### src/rtl/branch_resolve_pkg.sv
`default_nettype none
// ============================================================================
// Module   : branch_resolve_pkg
// Purpose  : Shared types and constants for the branch resolution block:
//            default address width, FSM state encoding and the layout of
//            one in-flight branch record.
// Revision : 1.0  initial release
// ============================================================================
package branch_resolve_pkg;

  // Instruction address width (10-bit PC).
  localparam int AW = 10;

  // Recovery FSM encoding.
  typedef enum logic {
    IDLE    = 1'b0,
    RECOVER = 1'b1
  } state_t;

  // One branch record: predicted target in the upper half, not-taken
  // (fall-through) address in the lower half, 2*AW bits in total.
  typedef struct packed {
    logic [AW-1:0] target;
    logic [AW-1:0] fallthru;
  } entry_t;

endpackage
`default_nettype wire

### src/rtl/branch_queue.sv
`default_nettype none
// ============================================================================
// Module   : branch_queue
// Purpose  : In-order circular buffer of predicted-taken branch records.
//            Pointers wrap modulo DEPTH; a separate occupancy count drives
//            full/empty. clear empties the queue on the next edge and takes
//            priority over push/pop.
// Ports    : clk, rst (async, active-low)
//            push/din  - write din at the tail
//            pop       - retire the head entry
//            clear     - discard all entries
//            dout      - current head entry
//            full, empty
// Revision : 1.0  initial release
// ============================================================================
module branch_queue #(
  parameter int DEPTH = 4,
  parameter int W     = 20
) (
  input  logic         clk,
  input  logic         rst,
  input  logic         push,
  input  logic         pop,
  input  logic         clear,
  input  logic [W-1:0] din,
  output logic [W-1:0] dout,
  output logic         full,
  output logic         empty
);

  localparam int c_PTR_W = $clog2(DEPTH);
  localparam int c_CNT_W = $clog2(DEPTH + 1);

  logic [W-1:0]       r_mem [DEPTH];
  logic [c_PTR_W-1:0] r_wr_ptr;
  logic [c_PTR_W-1:0] r_rd_ptr;
  logic [c_CNT_W-1:0] r_count;

  // Storage carries no reset; validity is tracked by the count alone.
  always_ff @(posedge clk) begin
    if (push && !clear) begin
      r_mem[r_wr_ptr] <= din;
    end
  end

  always_ff @(posedge clk or negedge rst) begin
    if (!rst) begin
      r_wr_ptr <= '0;
      r_rd_ptr <= '0;
      r_count  <= '0;
    end else if (clear) begin
      r_wr_ptr <= '0;
      r_rd_ptr <= '0;
      r_count  <= '0;
    end else begin
      // DEPTH is a power of two, so natural pointer overflow is the wrap.
      if (push) r_wr_ptr <= r_wr_ptr + 1'b1;
      if (pop)  r_rd_ptr <= r_rd_ptr + 1'b1;
      case ({push, pop})
        2'b10:   r_count <= r_count + 1'b1;
        2'b01:   r_count <= r_count - 1'b1;
        default: r_count <= r_count;
      endcase
    end
  end

  assign dout  = r_mem[r_rd_ptr];
  assign full  = (r_count == c_CNT_W'(DEPTH));
  assign empty = (r_count == '0);

endmodule
`default_nettype wire

### src/rtl/branch_resolve.sv
`default_nettype none
// ============================================================================
// Module   : branch_resolve
// Purpose  : Tracks branches that fetch redirected as taken, checks each one
//            against the outcome resolved in EX and, on a misprediction,
//            issues a one-cycle fetch correction plus pipeline flush, then
//            ignores wrong-path push/resolve traffic for RECOVER_CYCLES.
// Ports    : clk, rst (async, active-low)
//            hold, push_valid, push_target, push_fallthru   - from fetch
//            res_valid, res_taken, res_target               - from EX
//            correct_en, correction, flush                  - to fetch/pipe
//            busy, full, empty, overflow, underflow,
//            mispredict_cnt                                 - status
// Revision : 1.0  initial release
// ============================================================================
module branch_resolve #(
  parameter int DEPTH          = 4,
  parameter int AW             = branch_resolve_pkg::AW,
  parameter int RECOVER_CYCLES = 2
) (
  input  logic          clk,
  input  logic          rst,
  input  logic          hold,
  input  logic          push_valid,
  input  logic [AW-1:0] push_target,
  input  logic [AW-1:0] push_fallthru,
  input  logic          res_valid,
  input  logic          res_taken,
  input  logic [AW-1:0] res_target,
  output logic          correct_en,
  output logic [AW-1:0] correction,
  output logic          flush,
  output logic          busy,
  output logic          full,
  output logic          empty,
  output logic          overflow,
  output logic          underflow,
  output logic [15:0]   mispredict_cnt
);

  import branch_resolve_pkg::*;

  localparam int c_RC_W = $clog2(RECOVER_CYCLES + 1);

  state_t              r_state, w_state_nxt;
  logic [c_RC_W-1:0]   r_rc_cnt, w_rc_cnt_nxt;
  logic                r_correct_en;
  logic [AW-1:0]       r_correction;
  logic                r_overflow;
  logic                r_underflow;
  logic [15:0]         r_mcnt;

  logic [2*AW-1:0]     w_head;
  logic [AW-1:0]       w_head_target;
  logic [AW-1:0]       w_head_fallthru;
  logic                w_idle;
  logic                w_pop;
  logic                w_mispredict;
  logic [AW-1:0]       w_corr_val;
  logic                w_push_req;
  logic                w_push;

  // Record layout follows entry_t: {target, fallthru}.
  assign w_head_target   = w_head[2*AW-1:AW];
  assign w_head_fallthru = w_head[AW-1:0];

  assign w_idle       = (r_state == IDLE);
  assign w_pop        = res_valid && w_idle && !empty;
  assign w_mispredict = w_pop && (!res_taken || (res_target != w_head_target));
  assign w_corr_val   = res_taken ? res_target : w_head_fallthru;

  // A push that coincides with a mispredict is wrong-path: drop it silently.
  assign w_push_req   = push_valid && !hold && w_idle && !w_mispredict;
  // A simultaneous pop frees a slot, so a full queue still accepts the push.
  assign w_push       = w_push_req && (!full || w_pop);

  branch_queue #(
    .DEPTH (DEPTH),
    .W     (2*AW)
  ) u_queue (
    .clk   (clk),
    .rst   (rst),
    .push  (w_push),
    .pop   (w_pop),
    .clear (w_mispredict),
    .din   ({push_target, push_fallthru}),
    .dout  (w_head),
    .full  (full),
    .empty (empty)
  );

  // Recovery FSM: state register.
  always_ff @(posedge clk or negedge rst) begin
    if (!rst) begin
      r_state  <= IDLE;
      r_rc_cnt <= '0;
    end else begin
      r_state  <= w_state_nxt;
      r_rc_cnt <= w_rc_cnt_nxt;
    end
  end

  // Recovery FSM: next state. The counter is loaded with RECOVER_CYCLES and
  // leaving on a value of 1 makes RECOVER last exactly that many cycles.
  always_comb begin
    w_state_nxt  = r_state;
    w_rc_cnt_nxt = r_rc_cnt;
    case (r_state)
      IDLE: begin
        if (w_mispredict) begin
          w_state_nxt  = RECOVER;
          w_rc_cnt_nxt = c_RC_W'(RECOVER_CYCLES);
        end
      end
      RECOVER: begin
        if (r_rc_cnt == c_RC_W'(1)) begin
          w_state_nxt = IDLE;
        end
        w_rc_cnt_nxt = r_rc_cnt - 1'b1;
      end
      default: begin
        w_state_nxt = IDLE;
      end
    endcase
  end

  // Correction pulse, sticky flags and saturating mispredict counter.
  always_ff @(posedge clk or negedge rst) begin
    if (!rst) begin
      r_correct_en <= 1'b0;
      r_correction <= '0;
      r_overflow   <= 1'b0;
      r_underflow  <= 1'b0;
      r_mcnt       <= '0;
    end else begin
      r_correct_en <= w_mispredict;
      if (w_mispredict) begin
        r_correction <= w_corr_val;
        if (r_mcnt != 16'hFFFF) r_mcnt <= r_mcnt + 16'd1;
      end
      if (w_push_req && full && !w_pop) r_overflow <= 1'b1;
      if (res_valid && w_idle && empty) r_underflow <= 1'b1;
    end
  end

  assign correct_en     = r_correct_en;
  assign flush          = r_correct_en;
  assign correction     = r_correction;
  assign busy           = (r_state == RECOVER);
  assign overflow       = r_overflow;
  assign underflow      = r_underflow;
  assign mispredict_cnt = r_mcnt;

endmodule
`default_nettype wire
### config.mk
export PLATFORM = sky130hd
export DESIGN_NAME = branch_resolve
export DESIGN_NICKNAME = d
export VERILOG_FILES = /design/src/rtl/branch_resolve_pkg.sv /design/src/rtl/branch_queue.sv /design/src/rtl/branch_resolve.sv
export SDC_FILE = /design/constraint.sdc
export NUM_CORES = 1
export LEC_CHECK = 0
export ABC_CLOCK_PERIOD_IN_PS = 4150
export CORE_UTILIZATION = 58
export DETAILED_ROUTE_END_ITERATION = 12
export HOLD_SLACK_MARGIN = 0.03
export PLACE_DENSITY = 0.91
export SLEW_MARGIN = 20
export SYNTH_ARGS = -nofsm -noshare
export SYNTH_HDL_FRONTEND = slang
export SYNTH_SLANG_ARGS = --single-unit
export TNS_END_PERCENT = 10
### constraint.sdc
create_clock -name clk -period 4.15 [get_ports clk]
set_input_delay 0.83 -clock clk [delete_from_list [all_inputs] [get_ports clk]]
set_output_delay 0.83 -clock clk [all_outputs]
set_load 0.1 [all_outputs]
* Word-level counts from Yosys, hierarchy flattened
Memories as Yosys holds them, arrays and structs flattened.
Index checks and enable logic that the tools add are counted.
** Word-level totals
- Output and inout bits :: 33
- Memory bits (writable) :: 80
- Register bits after elaboration :: 39
- Memories kept :: 1
** Cells by class
- Equal/unequal tests :: 7
- Muxes and demuxes :: 14
- Bitwise logic cells :: 1
- Add/subtract/negate cells :: 6
- Reductions and logical operators :: 24
** Memories
- u_queue.r_mem :: depth 4, bits a word 20, rd ports 1, clocked after memory_dff 0, wr ports 1, line branch_queue.sv:34 : logic [W-1:0] r_mem [DEPTH];
** Operator list (count)
- $add A16 B1 Y16 const B :: 1
- $ne A16 B16 Y1 const B :: 1
- $logic_and A1 B1 Y1 :: 11
- $mux W10 :: 1
- $mux W2 :: 5
- $ne A10 B10 Y1 :: 1
- $logic_not A1 Y1 :: 6
- $pmux W3 S2 :: 1
- $add A2 B1 Y2 const B :: 2
- $eq A2 B1 Y1 const B :: 2
- $mux W1 :: 4
- $pmux W2 S2 :: 1
- $reduce_bool A2 Y1 :: 2
- $add A3 B1 Y3 const B :: 1
- $eq A3 B3 Y1 const B :: 1
- $logic_not A3 Y1 :: 1
- $mux W3 :: 1
- $reduce_bool A3 Y1 :: 1
- $sub A3 B1 Y3 const B :: 1
- $eq A2 B2 Y1 const B :: 1
- $logic_or A1 B1 Y1 :: 2
- $ne A2 B1 Y1 const B :: 1
- $pmux W1 S2 :: 1
- $reduce_and A2 Y1 :: 1
- 2 further kinds :: 2

* Logic depth before layout (Yosys ltp)
Gate-level depths: netlist (run 1).
- Depth after elaboration :: 10
- Depth in mapped cells :: 12

* By module
From an unflattened synthesis (run 1), not the netlist that was laid out.
** Unflattened totals
- Cells, all modules :: 305
- Area total of the unflattened synthesis :: 4997.3 um^2
** By module, submodules not included
- branch_queue :: area an instance 3335.7 um^2, instances 1, cells an instance 147
- branch_resolve :: area an instance 1661.6 um^2, instances 1, cells an instance 158

* Least setup slack after synthesis (run 1)
Ideal clock, no wire load.
- Path type :: register -> register
- From :: register u_queue.r_count[2]
- To :: memory u_queue.r_mem[0][0], enable pin
- Arrival time :: 3.955 ns
- Slack :: -0.183 ns
- Library setup time :: 0.378 ns
- Cell stages (with the launch flop) :: 7
- Required time :: 3.772 ns
- Clock period less this slack :: 4.333 ns
- Cell sequence :: dfrtp_1 nor3_1 nor2_1 o21a_1 buf_2 nor2_1 and2_1
** On the way
- Word-level cells in the longest chain between the ends :: 10
- Elaborated cells on any way between the ends :: 13
** RTL lines
- start, declared :: line branch_queue.sv:37 : logic [c_CNT_W-1:0] r_count;
- start signal, assigned :: line branch_queue.sv:60 : 2'b10: r_count <= r_count + 1'b1;
- start signal, assigned :: line branch_queue.sv:61 : 2'b01: r_count <= r_count - 1'b1;
- start signal, assigned :: line branch_queue.sv:62 : default: r_count <= r_count;
- $logic_not A3 Y1 * :: line branch_queue.sv:69 : assign empty = (r_count == '0);
- via empty :: line branch_resolve.sv:35 : output logic empty,
- $logic_not A1 Y1 * :: line branch_resolve.sv:68 : assign w_pop = res_valid && w_idle && !empty;
- $logic_and A1 B1 Y1 * :: line branch_resolve.sv:68
- $logic_and A1 B1 Y1 :: line branch_resolve.sv:69 : assign w_mispredict = w_pop && (!res_taken || (res_target != w_head_target));
- $logic_not A1 Y1 :: line branch_queue.sv:41, branch_resolve.sv:73
- $logic_and A1 B1 Y1 :: line branch_resolve.sv:73 : assign w_push_req = push_valid && !hold && w_idle && !w_mispredict;
- $logic_and A1 B1 Y1 :: line branch_resolve.sv:75 : assign w_push = w_push_req && (!full || w_pop);
- $logic_and A1 B1 Y1 * :: line branch_queue.sv:41 : if (push && !clear) begin
- $mux W1 * :: line branch_queue.sv:41
- $mux W1 (not written as such) * :: line branch_queue.sv:42 : r_mem[r_wr_ptr] <= din;
- end, declared :: line branch_queue.sv:34
The timed path passes the listed nets; every way through them passes the cells marked *.

* Worst setup path after layout (run 1)
- From :: register u_queue.r_rd_ptr[1]
- To :: register u_queue.r_count[2]
** On the way
- Word-level cells in the longest chain between the ends :: 10
- Elaborated cells on any way between the ends :: 12
** RTL lines
- start, declared :: line branch_queue.sv:36 : logic [c_PTR_W-1:0] r_rd_ptr;
- start signal, assigned :: line branch_queue.sv:58 : if (pop) r_rd_ptr <= r_rd_ptr + 1'b1;
- $mem_v2 Z4 W20 *
- $ne A10 B10 Y1 * :: line branch_resolve.sv:69
- $logic_or A1 B1 Y1 * :: line branch_resolve.sv:69
- $logic_and A1 B1 Y1 * :: line branch_resolve.sv:69
- $logic_not A1 Y1 :: line branch_resolve.sv:73
- $logic_and A1 B1 Y1 :: line branch_resolve.sv:73
- $logic_and A1 B1 Y1 :: line branch_resolve.sv:75
- $eq A2 B1 Y1 or $eq A2 B2 Y1 (tied branches) :: line branch_queue.sv:59 : case ({push, pop})
- $pmux W3 S2 :: line branch_queue.sv:59
- $mux W3 :: line branch_queue.sv:51 : end else if (clear) begin
Mark *: on every way between the ends. The rest lies on a longest branch, timed or not.
A chain may end at the register's enable or synchronous reset.

==> results.txt, run 1 <==
The port buffer count came out at 68. The number of enable flip-flop cells after synthesis came out at 80. The root buffer cell chosen for the clock tree is sky130_fd_sc_hd__clkbuf_8. The worst setup path is launched from a register. The proportion of netlist area held by the largest area contributor is 47.1%. The largest family of logic cells by synthesized area is multiplexers.

The share of the clock period used by the worst path is 90.0%. For this block, the routed nets add up to 11,300 um of wire. Setup repair after global routing left no endpoint under its margin.

The post-synthesis share of cell area spent on xor and xnor gates is 4.26%. For the finished layout, the period the worst path requires is 3.74 ns. The clock reaches the later pin of the worst-skew pair after 0.52 ns.

The via count of the first global-routing pass came out at 3,284. Once layout is complete, the utilization of the core stands at 77.1%. The aggregate global-route resource usage is 27.6%. Across all layers, the routed design uses 3,213 vias.

Traced cell by cell, the critical path runs through mux2i_1 > xnor2_1 > o41ai_1 > nand2_1 > or3_4 > o21ai_0 > fa_1 > nor2_1 > a311oi_1 > nor3_1. In this run the horizontal extent of the chip is 95.8 um. The post-synthesis share of cell area spent on and, or, nand and nor gates is 8.31%.

The number of pins with negative max-slew slack in the final report is 0. Cells with a size suffix above 1 make up 14.1% of the layout. The cell count after synthesis is 331. Among all flip-flop cells after synthesis, the most frequent one is sky130_fd_sc_hd__edfxtp_1.

The area fraction in compound gates after synthesis is 4.39%. The sequential share of the synthesized area came out at 66.2%. Hold repair after CTS inserted 0 buffers.

In the final routed layout, each cell accounts on average for 21.3 um. In this run the mean area of a mapped cell was 15.4 um^2. The detail route stage leaves a number of antenna-violating nets equal to 0. The clock tree from TritonCTS is built. For this design, the sink count on the clock tree is 119. The height of the die came out at 95.8 um. The cell row count is 33. The largest fanout on the critical path is 17. The flop and latch count out of synthesis is 119. The cell depth of the worst flop-to-flop path came out at 10. The run finished with clean final reports. The remaining max-slew budget at the tightest pin came out at 33.1%.

For this run, global-route usage on met1 was measured as 34.0%. In the post-synthesis netlist, the biggest area contributors are sky130_fd_sc_hd__edfxtp_1, sky130_fd_sc_hd__dfrtp_1, sky130_fd_sc_hd__mux4_1. The transition time at the pin with the least slew margin is 1.00 ns. The reg2reg setup slack came out at 0.41 ns. The number of setup buffers added after CTS is 0.

The number of levels the H-tree was split into came out at 4. Derived from the worst setup path, the maximum achievable clock frequency is 268 MHz. Before antenna repair, the detailed router went through 5 iterations. The antenna diode instance count is 0. The core footprint is 8380 um^2. Summed over all failing endpoints, the final setup total negative slack is 0 ns.

In this run, the number of DRC markers left after iteration 0 of detailed routing was 378. The worst setup path is of the reg -> reg kind. The number of antenna violations at the first check in global routing came to 0. Entering global routing, the biggest net connects 43 pins.

STA classifies the critical path endpoint as a register. For met2 alone, demand over resource in global routing was 46.5%. The number of distinct standard cells referenced by the synthesized netlist is 45.

Counting the fill cells in the layout gives 463. The area taken by flip-flops and latches is 3380 um^2. In the routed layout, each cell is associated on average with a via count of 6.05. The effective utilization at floorplan is 60.9%. The combined area of the multi-input logic cells came out at 1590 um^2. The overall die area is 9180 um^2. The worst hold margin is 0.438 ns. In this run the critical register-to-register path is captured at u_queue.r_count[2]. The fraction of the mapped netlist area in adder cells is 1.86%. Setup violations remaining at the end of the flow were counted as 0. met2 is the most crowded layer. The synthesized netlist net count came out at 374. The final number of hold-violating endpoints is 0. The worst path buffer plus inverter count came out at 0. Broken down by cell family, the worst path's largest delay share belongs to compound AO/OA/AOI/OAI gates.

Data arrives at the worst endpoint at 4.13 ns. The largest area contributor in the synthesized netlist is sky130_fd_sc_hd__edfxtp_1. The required time of the critical path is 4.54 ns.

VDD sags by at most 0.374 mV. The worst register-to-register path begins at u_queue.r_rd_ptr[1]. Once detailed placement completed, the half-perimeter wirelength came to 6970 um.

After synthesis, the share of flip-flops with an asynchronous set or reset is 32.8%. The slowest cell on the critical path is sky130_fd_sc_hd__dfrtp_1. The total number of yosys warnings came out at 0. The first-pass GRT wire length came out at 17,700 um. The peak per-stage delay on the critical path came out at 0.87 ns. In the synthesized netlist, mux cells make up 12.2% of the area. The final global-route overflow total is 0.

The boundary pin count is 69. The worst hold path belongs to the class in -> async. For this design the ratio of total power to cell area is 688 nW/um^2. Once the clock tree was built, the resizer swapped 0 gates to a different size. The clock arrives with 0.00918 ns of skew. The number of nets in the layout came out at 456.

The clock slew seen by the registers of the worst setup and hold paths is 0.06 ns. The max-cap violation count is 0. At the end of routability-driven placement, the weighted congestion stood at 0.839.

The layout overhead on the synthesized area is 26.6%. For met3 alone, demand over resource in global routing was 6.24%. The maximum root-to-sink buffer count came out at 2. The analysis attributes to cell leakage a power of 2.37 nW. The mapped cell area is 5100 um^2. Clock tree synthesis inserted a total of 17 buffers. For this run, design rule violations remaining after detail routing come to 0.
==> flip-flops by register name, indices dropped and copies added, names as in the netlist <==
name,cells
correct_en,1
mispredict_cnt,16
busy,1
u_queue.r_count,3
underflow,1
u_queue.r_wr_ptr,2
u_queue.r_mem,80
correction,10
overflow,1
r_rc_cnt,2
u_queue.r_rd_ptr,2
==> cell usage after synthesis, drive strengths merged (3+ instances only) <==
cell type,number
nand4,9
nand2,16
nor2,25
clkbuf,5
and2,6
ha,6
and3,8
mux2i,20
a31oi,3
edfxtp,80
a21oi,12
xnor2,21
buf,9
dfrtp,39
mux2,3
inv,10
xor2,3
o21ai,6
nor3,3
nand3,12
mux4,16
==> metal layers <==
layer | vias to the layer above | share of wire (%)
li1 | 1419 | -
met1 | 1611 | 40
met2 | 157 | 52
met3 | 26 | 5.8
met4 | 0 | 2.5
met5 | - | 0
==> layout by cell type, fill, tap and decap left out, drive strengths merged, types with 6 or more instances in the layout <==
cell	n
nor2	25
edfxtp	80
clkdlybuf4s50	67
nand4	9
a21oi	12
o21ai	6
and3	8
nand3	12
xnor2	21
inv	17
mux2i	20
buf	10
clkbuf	18
mux4	16
and2	6
ha	6
nand2	16
dfrtp	39
==> how the worst max path moves through the flow <==
stage                                   start             endpoint  slack [ns]  cells past startpoint
after floorplan            u_queue.r_count[0]  u_queue.r_mem[0][0]        0.83                      6
after global placement              res_taken   u_queue.r_count[1]        0.75                     11
after detailed placement        res_target[8]   u_queue.r_count[1]        0.58                     10
after CTS                 u_queue.r_rd_ptr[1]   u_queue.r_count[1]        0.47                     10
after global routing      u_queue.r_rd_ptr[1]   u_queue.r_count[2]        0.23                     11
final                     u_queue.r_rd_ptr[1]   u_queue.r_count[2]        0.41                     10
==> area by class of cell <==
type / count / share of cell area [%]
tap: 105 / 2.03
sequential: 119 / 52.3
clock inverter: 14 / 2.52
inverter: 10 / 0.581
timing repair buffer: 77 / 11.5
clock buffer: 18 / 6.47
multi-input combinational: 188 / 24.6
==> worst reg2reg max path, delay by kind of cell (launching register included) <==
kind            cells  cell delay [ns]
fa+ha+maj           1             0.33
compound gates      3             1.17
mux                 1             0.40
flops               1             0.87
simple gates        4             0.70
xor+xnor            1             0.15
==> stage by stage <==
stage	instance area (um^2)	setup WS (ns)	instances	total power, mW
finish	6460	0.414	531	4.44
global route	6460	0.231	531	4.59
CTS	6460	0.474	531	4.45
detailed placement	5880	0.584	499	3.01
global placement	5880	0.750	499	2.96
floorplan	5110	0.832	331	2.63
==> report_power, final <==
| part | leakage, nW | switching (mW) | internal (mW) |
|---|---|---|---|
| clock network | 0.278 | 0.568 | 0.870 |
| registers | 1.21 | 0.120 | 1.44 |
| logic | 0.879 | 1.07 | 0.371 |
==> logic make-up (layout without fill, tap and decap cells) <==
kind of cell,Yosys count,after routing
compound gates,34,34
xor+xnor,24,24
fa+ha+maj,7,7
buf+inv,24,119
flops,119,119
mux,39,39
simple gates,84,84
(Power assumes the default switching activity.)
==> run 2, diff against run 1 <==
--- a/config.mk
+++ b/config.mk
@@ -6,10 +6,11 @@
 export NUM_CORES = 1
 export LEC_CHECK = 0
 export ABC_CLOCK_PERIOD_IN_PS = 4150
-export CORE_UTILIZATION = 58
+export CORE_MARGIN = 3
+export CORE_UTILIZATION = 59
 export DETAILED_ROUTE_END_ITERATION = 12
 export HOLD_SLACK_MARGIN = 0.03
-export PLACE_DENSITY = 0.91
+export PLACE_DENSITY = 0.92
 export SLEW_MARGIN = 20
 export SYNTH_ARGS = -nofsm -noshare
 export SYNTH_HDL_FRONTEND = slang
==> results.txt, run 2 (synthesis results as in run 1) <==
The final HPWL from detailed placement is 7080 um. After routing the design area is 6500 um^2. The power density normalized to cell area is 677 nW/um^2. The height of the die came out at 99.0 um.

The required time of the critical path is 4.37 ns. Ranked by flip-flop count, first place goes to u_queue.r_mem. Once the clock tree was built, the resizer swapped 0 gates to a different size. The max-cap violation count came out at 0. The via count of the first global-routing pass was 3,392. For the worst setup path, the data arrival time is 3.62 ns. Summed over all layers, the global routing overflow is 0. The clock drives 119 sinks. The final number of hold-violating endpoints is 0.

The clock tree skew after final layout is 0.00801 ns. TritonCTS created 17 clock buffers. Detailed routing inserted a total of 3,170 vias.

The total wirelength of the detailed-routed design is 10,800 um. The routed design could run at a clock period as short as 3.40 ns. CTS placed an instance of sky130_fd_sc_hd__clkbuf_8 at the clock tree root. The aggregate global-route resource usage is 24.0%. The number of nets in the layout is 457. The detailed-router iteration count before antenna repair came out at 4.

The fraction of layout cells with a size suffix above 1 came out at 14.5%. The library cell used most frequently in the layout, excluding fill and tap cells, is sky130_fd_sc_hd__edfxtp_1. The number of levels the H-tree was split into is 4.

Once the floorplan was initialized, standard cells occupied 61.5% of the core. In the layout the commonest cells are sky130_fd_sc_hd__edfxtp_1, sky130_fd_sc_hd__clkdlybuf4s50_1, sky130_fd_sc_hd__dfrtp_1. The flow ran to the end, and the final reports show no timing, DRC or antenna violations. The overall die area is 9800 um^2. Entering global routing, the biggest net connects 43 pins. At the placement stage, the worst setup path has a slack of 0.565 ns. The placement-stage cell area came out at 5930 um^2. Dividing the detail-routed wire length by the instance count gives 20.3 um. The antenna diode instance count came out at 0. The number of nets with antenna violations after detailed routing came out at 0. Total power for the finished layout comes to 4.40 mW. The number of endpoints failing setup at the final stage is 0. The critical path start-end classification is reg -> reg. The register with the most flip-flops in the layout has 80 of them. The number of hold buffers added after cts came out at 0. The routed via count divided by cell count came out at 5.96. The cell row count came out at 33. The worst setup path is captured at a register. The highest clock frequency the design can meet came out at 294 MHz. Summed over all failing endpoints, the final setup total negative slack is 0 ns. The die outline width came out at 99.0 um. IR analysis of the VDD net gives a maximum drop of 0.503 mV. The layout overhead on the synthesized area came out at 27.3%. The number of pins with negative max-slew slack in the final report is 0. The number of antenna violations at the first check in global routing was 0. The clock slew seen by the registers of the worst setup and hold paths came out at 0.06 ns. The insertion delay of the later-clocked pin in the worst-skew pair came out at 0.51 ns. Setup repair after global routing left no endpoint under its margin. TritonCTS built the clock tree. The maximum root-to-sink buffer count came out at 2. The min-delay analysis places its worst path in the category in -> async.

The first-iteration detailed-routing DRC count came out at 164. The setup slack of the critical path after layout is 0.749 ns. The transition time at the pin with the least slew margin is 0.999 ns. Port buffering added 68 buffers. The remaining max-slew budget at the tightest pin came out at 33.2%. The number of setup buffers added after CTS is 0. The static power due to leakage came out at 2.38 nW. The final weighted congestion in routability-driven placement came out at 0.827.

The first-pass GRT wire length came out at 17,700 um. The share of the clock period used by the worst path is 82.0%. The startpoint type of the worst setup path is a register. The total DRC errors in the routed layout is 0. 69 I/O pins were placed.

The core footprint is 8300 um^2. The utilization after layout is 78.3%. Along the worst path, the maximum fanout reaches 15.
run 2: per-layer routing:
metal	wire length [um]	global-route usage, %	share of wire (%)
met1	4260	30.1	39
met2	5590	39.3	52
met3	609	6.65	5.6
met4	341	10.5	3.2
met5	0	0	0
run 2: power breakdown:
part | switching [mW] | internal [mW] | total [mW]
Clock | 0.580 | 0.819 | 1.40
Sequential | 0.112 | 1.44 | 1.55
Combinational | 1.07 | 0.378 | 1.45
Total | 1.76 | 2.64 | 4.40
run 2: layout make-up:
class                           instances  area, um^2
Tap cell                              105         131
Timing Repair Buffer                   78         788
Clock inverter                         15         159
Clock buffer                           17         414
Fill cell                             430        1800
Sequential cell                       119        3380
Multi-Input combinational cell        188        1590
Inverter                               10        37.5
run 2: final timing paths:
kind | from | slack [ns] | cells past startpoint | end
worst max-delay path | u_queue.r_rd_ptr[0] | 0.75 | 8 | u_queue.r_mem[3][10]
worst min-delay path | rst | 0.46 | 1 | underflow
worst max register to register | u_queue.r_rd_ptr[0] | 0.75 | 8 | u_queue.r_mem[3][10]
worst min register to register | underflow | 0.47 | 1 | underflow
max in group asynchronous | rst | 3.11 | 1 | correction[1]
min in group clk | underflow | 0.47 | 1 | underflow
run 2: metrics by stage:
stage / std cells / hold slack (ns)
after detailed placement: 500 / 0.466
after global placement: 500 / 0.451
after floorplan: 331 / 0.444
after CTS: 532 / 0.470
after global routing: 532 / 0.511
final: 532 / 0.457
run 2: worst max-delay path, cell delays in order (launching register included):
cell and delay, ns:
sky130_fd_sc_hd__dfrtp_1 0.65, sky130_fd_sc_hd__buf_4 0.38, sky130_fd_sc_hd__inv_1 0.12, sky130_fd_sc_hd__o41ai_1 0.60, sky130_fd_sc_hd__nand3b_1 0.24, sky130_fd_sc_hd__o21a_1 0.26
sky130_fd_sc_hd__nor2_1 0.20, sky130_fd_sc_hd__and2_1 0.42, sky130_fd_sc_hd__buf_12 0.21
